### src/rtl/dmem_bus_ctrl.sv
// dmem_bus_ctrl
// Data-memory bus controller for the memory stage. Each load or store presented
// by the MW pipeline register becomes a single req/ack bus transaction. Store
// data and byte enables are lane-aligned here, and the pipeline is stalled until
// the access finishes. Loads return the raw 32-bit word; the load/store unit
// extracts and sign-extends it.
//
// Ports
//   clk, rst_n            clock (rising edge), asynchronous active-low reset
//   ld_req_i, st_req_i    load / store request levels (store wins if both are set)
//   size_i                00 byte, 01 half, 10 word, 11 invalid
//   addr_i, wdata_i       byte address, store data (value in the low bits)
//   stall_o               pipeline stall, low for exactly one cycle in DONE
//   rdata_o               raw read word, valid in DONE
//   err_o                 one-cycle pulse in DONE on timeout or misalignment
//   mem_req/we/addr/be/wdata   bus request side, held stable while BUSY
//   mem_ack, mem_rdata    bus completion (one cycle) and read data
//
// state | meaning
// ------+-------------------------------------------------------------
// IDLE  | waiting for a request; latches bus fields when one arrives
// BUSY  | bus request outstanding; counting toward the timeout limit
// DONE  | one-cycle completion; stall released, err_o reported

module dmem_bus_ctrl #(
    parameter int unsigned TIMEOUT_CYCLES = 255
) (
    input  logic        clk,
    input  logic        rst_n,
    input  logic        ld_req_i,
    input  logic        st_req_i,
    input  logic [1:0]  size_i,
    input  logic [31:0] addr_i,
    input  logic [31:0] wdata_i,
    output logic        stall_o,
    output logic [31:0] rdata_o,
    output logic        err_o,
    output logic        mem_req,
    output logic        mem_we,
    output logic [31:0] mem_addr,
    output logic [3:0]  mem_be,
    output logic [31:0] mem_wdata,
    input  logic        mem_ack,
    input  logic [31:0] mem_rdata
);

    typedef enum logic [1:0] {
        S_IDLE = 2'd0,
        S_BUSY = 2'd1,
        S_DONE = 2'd2
    } state_t;

    // The counter holds the number of BUSY cycles already completed, so the
    // limit is hit in the cycle where it equals TIMEOUT_CYCLES-1.
    localparam logic [15:0] CNT_LAST = 16'(TIMEOUT_CYCLES - 1);

    state_t      state;
    state_t      state_nxt;
    logic [15:0] cnt;
    logic        err_flag;
    logic        req;
    logic        misaligned;
    logic        timeout;
    logic [3:0]  be_nxt;
    logic [31:0] wdata_nxt;

    assign req     = ld_req_i | st_req_i;
    assign timeout = (cnt == CNT_LAST);

    always_comb begin
        misaligned = 1'b0;
        case (size_i)
            2'b01:   misaligned = addr_i[0];
            2'b10:   misaligned = (addr_i[1:0] != 2'b00);
            2'b11:   misaligned = 1'b1;
            default: misaligned = 1'b0;
        endcase
    end

    always_comb begin
        be_nxt    = 4'b1111;
        wdata_nxt = wdata_i;
        case (size_i)
            2'b00: begin
                wdata_nxt = {4{wdata_i[7:0]}};
                if (st_req_i) be_nxt = 4'b0001 << addr_i[1:0];
            end
            2'b01: begin
                wdata_nxt = {2{wdata_i[15:0]}};
                if (st_req_i) be_nxt = addr_i[1] ? 4'b1100 : 4'b0011;
            end
            default: begin
                wdata_nxt = wdata_i;
                be_nxt    = 4'b1111;
            end
        endcase
    end

    always_ff @(posedge clk or negedge rst_n) begin
        if (!rst_n) state <= S_IDLE;
        else        state <= state_nxt;
    end

    always_comb begin
        state_nxt = state;
        case (state)
            S_IDLE:  if (req) state_nxt = misaligned ? S_DONE : S_BUSY;
            S_BUSY:  if (mem_ack || timeout) state_nxt = S_DONE;
            S_DONE:  state_nxt = S_IDLE;
            default: state_nxt = S_IDLE;
        endcase
    end

    // Gated by rst_n so the stall is forced low while reset is held,
    // even with a request pending.
    assign stall_o = rst_n & req & (state != S_DONE);
    assign err_o   = (state == S_DONE) & err_flag;

    always_ff @(posedge clk or negedge rst_n) begin
        if (!rst_n) begin
            cnt       <= '0;
            err_flag  <= 1'b0;
            rdata_o   <= '0;
            mem_req   <= 1'b0;
            mem_we    <= 1'b0;
            mem_addr  <= '0;
            mem_be    <= '0;
            mem_wdata <= '0;
        end else begin
            case (state)
                S_IDLE: begin
                    cnt <= '0;
                    if (req) begin
                        mem_addr  <= {addr_i[31:2], 2'b00};
                        mem_we    <= st_req_i;
                        mem_be    <= be_nxt;
                        mem_wdata <= wdata_nxt;
                        mem_req   <= ~misaligned;
                        err_flag  <= misaligned;
                    end
                end
                S_BUSY: begin
                    cnt <= cnt + 16'd1;
                    // An ack coinciding with the limit completes normally.
                    if (mem_ack) begin
                        mem_req <= 1'b0;
                        if (!mem_we) rdata_o <= mem_rdata;
                    end else if (timeout) begin
                        mem_req  <= 1'b0;
                        rdata_o  <= '0;
                        err_flag <= 1'b1;
                    end
                end
                S_DONE: begin
                    cnt      <= '0;
                    err_flag <= 1'b0;
                end
                default: begin
                    cnt      <= '0;
                    err_flag <= 1'b0;
                    mem_req  <= 1'b0;
                end
            endcase
        end
    end

endmodule
### config.mk
export PLATFORM = sky130hd
export DESIGN_NAME = dmem_bus_ctrl
export DESIGN_NICKNAME = d
export VERILOG_FILES = /design/src/rtl/dmem_bus_ctrl.sv
export SDC_FILE = /design/constraint.sdc
export NUM_CORES = 1
export LEC_CHECK = 0
export ABC_CLOCK_PERIOD_IN_PS = 1650
export BUFFER_PORTS_ARGS = -buffer_cell sky130_fd_sc_hd__buf_2
export CAP_MARGIN = 20
export CORE_MARGIN = 1.5
export CORE_UTILIZATION = 32
export CTS_CLUSTER_SIZE = 24
export DETAILED_ROUTE_END_ITERATION = 16
export PLACE_DENSITY = 0.67
export SLEW_MARGIN = 10
export SYNTH_ARGS = -nofsm -noshare
export SYNTH_HDL_FRONTEND = slang
export SYNTH_SLANG_ARGS = --single-unit
### constraint.sdc
create_clock -name clk -period 1.65 [get_ports clk]
set_clock_uncertainty 0.1 [all_clocks]
set_input_delay 0.33 -clock clk [delete_from_list [all_inputs] [get_ports clk]]
set_output_delay 0.33 -clock clk [all_outputs]
set_load 0.01 [all_outputs]
---- After elaboration in Yosys (flattened, before gate mapping) ----
Index checks and enable logic that the tools add are counted.
storage, ports and cells
  register bits ........................... 119
  latch bits .............................. 0
  bits in writable memories ............... 0
  memory bits (read-only) ................. 0
  input port bits ......................... 103
  output and inout port bits .............. 104
  logic and storage cells ................. 62
  memories ................................ 0
operators by class
  add/sub/neg operators ................... 1
  $mul .................................... 0
  divide/modulo/power cells ............... 0
  $lt $le $gt $ge ......................... 0
  equal/unequal tests ..................... 13
  shift-type cells ........................ 1
  muxes and demuxes ....................... 22
  bitwise logic cells ..................... 6
  reductions and logical operators ........ 10
operator list
  cell                                                                     count
  32-bit 2-to-1 mux                                                        3
  32-bit one-hot mux with 2 select lines                                   1
  16-bit by 1-bit adder with 16-bit output (second input constant)         1
  16-bit by 8-bit equality test with 1-bit output (second input constant)  1
  16-bit 2-to-1 mux                                                        1
  4-bit 2-to-1 mux                                                         3
  2-bit != test (second input constant)                                    6
  3-bit AND reduction                                                      3
  4-bit one-hot mux with 2 select lines                                    1
  2-bit equality test (second input constant)                              3
  1-bit 2-to-1 mux                                                         6
  2-bit 2-to-1 mux                                                         3
  1-bit one-hot mux with 3 select lines                                    2
  2-bit by 1-bit equality test with 1-bit output (second input constant)   2
  2-bit zero test                                                          2
  2-bit one-hot mux with 2 select lines                                    1
  2-bit AND reduction                                                      2
  2-bit nonzero test                                                       2
  1-bit by 2-bit << shifter with 4-bit output (first input constant)       1
  1-bit AND                                                                3
  3-bit != test (second input constant)                                    1
  1-bit inverter                                                           2
  1-bit one-hot mux with 2 select lines                                    1
  1-bit logical OR                                                         1
  1-bit OR                                                                 1

---- Depth between registers and ports, before layout ----
  depth in word-level cells ............... 5
  depth in mapped cells ................... 7
  gate-level depth less buffers ........... 6

---- Worst setup path after synthesis ----
OpenSTA, ideal clock, no wires.
  kind .................................... reg2reg
  start ................................... reg cnt[0]
  end ..................................... reg rdata_o[10]
  library setup time ...................... 0.127 ns
  data arrival time ....................... 1.432 ns
  data required time ...................... 1.423 ns
  setup slack ............................. -0.008 ns
  cell stages (with the launch flop) ...... 8
  path buffers ............................ 1
  period minus slack after synthesis ...... 1.658 ns
  cells stage by stage .................... dfrtp_1 inv_1 ha_1 nor4b_1 nand4_2 nor2_2 buf_4 o21ai_1
between the ends
  word-level cells in the longest chain between the ends .. 3
RTL lines
  item                                             RTL line  text
  from (decl)                                      59        logic [15:0] cnt;
  from (signal assigned)                           143       cnt <= cnt + 16'd1;
  16-bit by 8-bit equality test with 1-bit output  68        assign timeout = (cnt == CNT_LAST);
  2-bit nonzero test (no line)                     --
  3-bit AND reduction (no line)                    --
  to (signal assigned)                             147       if (!mem_we) rdata_o <= mem_rdata;
  to (decl)                                        36        output logic [31:0] rdata_o,
Every way passes these cells.
A chain may end at the register's enable or synchronous reset.

---- Final worst setup path ----
  start ................................... reg state[0]
  end ..................................... out stall_o
between the ends
  word-level cells in the longest chain between the ends .. 2
RTL lines
  item                    RTL line  text
  from (decl)             57        state_t state;
  from (signal assigned)  101       else state <= state_nxt;
  2-bit != test           116       assign stall_o = rst_n & req & (state != S_DONE);
  1-bit AND               116
  to (decl)               35        output logic stall_o,
Every way passes these cells.

==> flow_metrics.py <==
metrics = {
    "placement": {
        "hpwlAfterDp_um": 9380,
        "finalWeightedCongestion": 0.793,
        "placed_area_mm2": 0.00672,
        "dp_cells": 899,
        "place_ws_ns": 0.00558,
        "portBuffers": 204,
    },
    "sta": {
        "finalHoldViolations": 0,
        "period_share": 1.02,
        "max_freq_mhz": 592,
        "hold_slack_ns": 0.0330,
        "slew_headroom": 0.569,
        "fin_crit_ns": 1.69,
        "rsz0062_at_grt": "yes",
        "worst_pin_slew_ns": 0.647,
        "slew_viol_final": 0,
        "setup_violations": 2,
        "fin_tns_setup_ns": -0.0415,
        "setup_slack_ns": -0.0378,
    },
    "outcome": {
        "status": "finished, violations left",
        "violations": "setup timing",
    },
    "synth": {
        "synthFlopType": "dfrtp_1",
        "synth_edf_count": 0,
        "syn_inst": 484,
        "synth_top_cell_area_share": 0.564,
        "synth_top_area_cell": "dfrtp_1",
        "synthTopCellsByCount": "dfrtp_1 (119), nand2_1 (62), o21ai_0 (35), o21ai_1 (33), a22oi_1 (32)",
        "synth.distinct_cells": 42,
        "yosysWarnings": 0,
        "netlist_area_mm2": 0.00528,
        "async_flop_share": 1.00,
        "yosysSeqAreaShare": 0.564,
        "syn_area_per_cell_um2": 10.9,
        "synthMostInstantiatedCell": "dfrtp_1",
        "ys_ff_latch": 119,
        "synth_area_leaders": "dfrtp_1 (56%), mux2_1 (5.3%), mux2i_1 (4.6%)",
    },
    "worst_setup_path": {
        "critPathMaxFanout": 4,
        "r2r_cells": 7,
        "r2r-start": "cnt[0]$_DFF_PN0_",
        "path_class": "reg -> out",
        "worstPathCellList": "buf_6 -> o21ai_2 -> nor2_1 -> buf_4",
        "r2r-end": "rdata_o[16]$_DFFE_PN0P_",
        "max_stage_delay_ns": 0.39,
        "slowest_stage": "dfrtp_1",
        "worstPathArrival_ns": 1.26,
        "ff2ff_setup_slack_ns": 0.06,
        "crit_family": "flip-flops",
        "critPathRequiredTime_ns": 1.22,
        "endpoint_kind": "output pin",
        "cp_num_buf_inv": 2,
        "start_kind": "flip-flop",
    },
    "job": {
        "maxCapViolCount": 0,
    },
    "clock_tree": {
        "htreeDepth": 4,
        "insertion_delay_ns": 0.41,
        "root_buffer": "clkbuf_16",
        "cts_tree": "built",
        "clk_pin_slew_ns": 0.05,
        "cts_buffers": 17,
        "cts.sinks": 119,
        "clockBufferDepth": 2,
    },
    "grt": {
        "grt_pass1_vias": 4356,
        "grt_pass1_wl_um": 22300,
        "antenna_found_initial": 1,
        "grt_max_degree": 120,
        "grt_remaining_overflow": 0,
        "gr-usage-all-layers": 0.161,
    },
    "floorplan": {
        "core_area_mm2": 0.0160,
        "die_h_um": 131,
        "ios": 207,
        "die_w_um": 131,
        "initial_utilization": 0.330,
        "die-area_mm2": 0.0173,
        "rows": 46,
    },
    "min_path": {
        "hold_path_depth": 2,
        "hold-path-endpoint": "mem_addr[16]$_DFFE_PN0P_",
        "min_from": "addr_i[16]",
        "min_path_type": "in -> reg",
    },
    "power_and_ir_drop": {
        "ir_worst_vdd_uv": 744,
        "power.density_mw_per_mm2": 1690,
        "power_leakage_nw": 3.57,
    },
    "final_layout": {
        "nets": 812,
        "fin_area_mm2": 0.00743,
        "final.fill_count": 1569,
        "fin_cells": 937,
        "area_delta_synth_final_pct": 40.8,
        "layout-drive-gt1-share": 0.413,
        "multiInputGateArea_mm2": 0.00217,
        "regArea_mm2": 0.00298,
    },
    "route": {
        "drt-total-wl_um": 13500,
        "routedWlPerCell_um": 14.4,
        "vias_per_cell": 4.73,
        "first_pass_iters": 6,
        "detail-route-antenna-nets": 0,
        "drc": 0,
        "drt-initial-drc-count": 183,
        "vias": 4433,
    },
}
## flip-flops by register name, indices dropped and copies added, names as in the netlist
register / cells
cnt: 16
err_flag: 1
mem_addr: 30
mem_wdata: 32
mem_be: 4
state: 2
mem_we: 1
mem_req: 1
rdata_o: 32
## timing repair
item / in CTS / in global routing
endpoints found under the setup margin: 2 / 84
hold buffers: 1 / 0
pin swaps: 2 / 5
endpoints found under the hold margin: 10 / 0
setup buffers: 2 / 2
resized for setup: 8 / 10
## per-layer routing
layer  wire length, um  global-route usage  up-vias  part of all wire
met5                 0                   0        -                 0
li1                  -                   -     2153                 -
met4               343              0.0765        0             0.025
met1              5850               0.203     2107              0.43
met3               879              0.0540       28             0.065
met2              6420               0.247      145              0.48
## cell type report
type / instances / share of cell area
timing repair buffer: 237 / 0.185
tap: 216 / 0.0364
clock inverter: 6 / 0.0118
inverter: 7 / 0.00353
antenna: 1 / 0.000337
multi-input combinational: 325 / 0.292
sequential: 119 / 0.401
clock buffer: 26 / 0.0699
## report_power, final
part	switching (mW)	internal (mW)
combinational	2.28	2.05
clock	1.27	2.46
sequential	0.566	3.96
## how the worst max path moves through the flow
stage / from / endpoint / slack [ns] / cells past startpoint
final: state[0]$_DFFE_PN0P_ / stall_o / -0.04 / 4
after global routing: state[0]$_DFFE_PN0P_ / stall_o / -0.09 / 4
after CTS: state[0]$_DFFE_PN0P_ / stall_o / -0.04 / 4
after detailed placement: st_req_i / err_flag$_DFFE_PN0P_ / 0.006 / 6
after global placement: st_req_i / mem_addr[2]$_DFFE_PN0P_ / 0.07 / 4
after floorplan: cnt[0]$_DFF_PN0_ / rdata_o[10]$_DFFE_PN0P_ / 0.08 / 7
## cells in the final DEF (no fill, tap or decap), types with 3 or more instances in the layout
cell,synthesis,layout
buf_2,10,201
dfrtp_1,119,119
nand2_1,62,62
o21ai_0,35,34
a22oi_1,32,32
o21ai_1,33,32
nor2_1,28,26
mux2_1,25,25
buf_4,8,25
mux2i_1,24,24
a21oi_1,17,17
clkbuf_16,0,17
mux2_2,14,14
xor2_1,8,8
buf_12,0,7
clkbuf_8,0,6
nand3_1,5,5
nand4_1,5,5
inv_1,7,5
or3_1,4,4
nand2b_1,4,3
clkbuf_1,14,3
clkinvlp_4,0,3
buf_6,1,3
## per-stage QoR
step                      utilization  total power, mW
after floorplan                     -             6.94
final                           0.465             12.6
after detailed placement        0.420             8.82
after global routing            0.464             13.4
after global placement          0.420             8.74
after CTS                       0.461             12.7
## cells by family (layout without fill, tap and decap cells)
logic type,Yosys count,in the layout,share of synthesized area
xor+xnor,10,10,0.0166
compound gates,124,124,0.137
flops,119,119,0.564
buf+inv,41,276,0.0386
other cells,1,3,0.000711
simple gates,124,124,0.109
fa+ha+maj,2,2,0.00474
mux,63,63,0.129
Power figures use the tool's default switching activity.
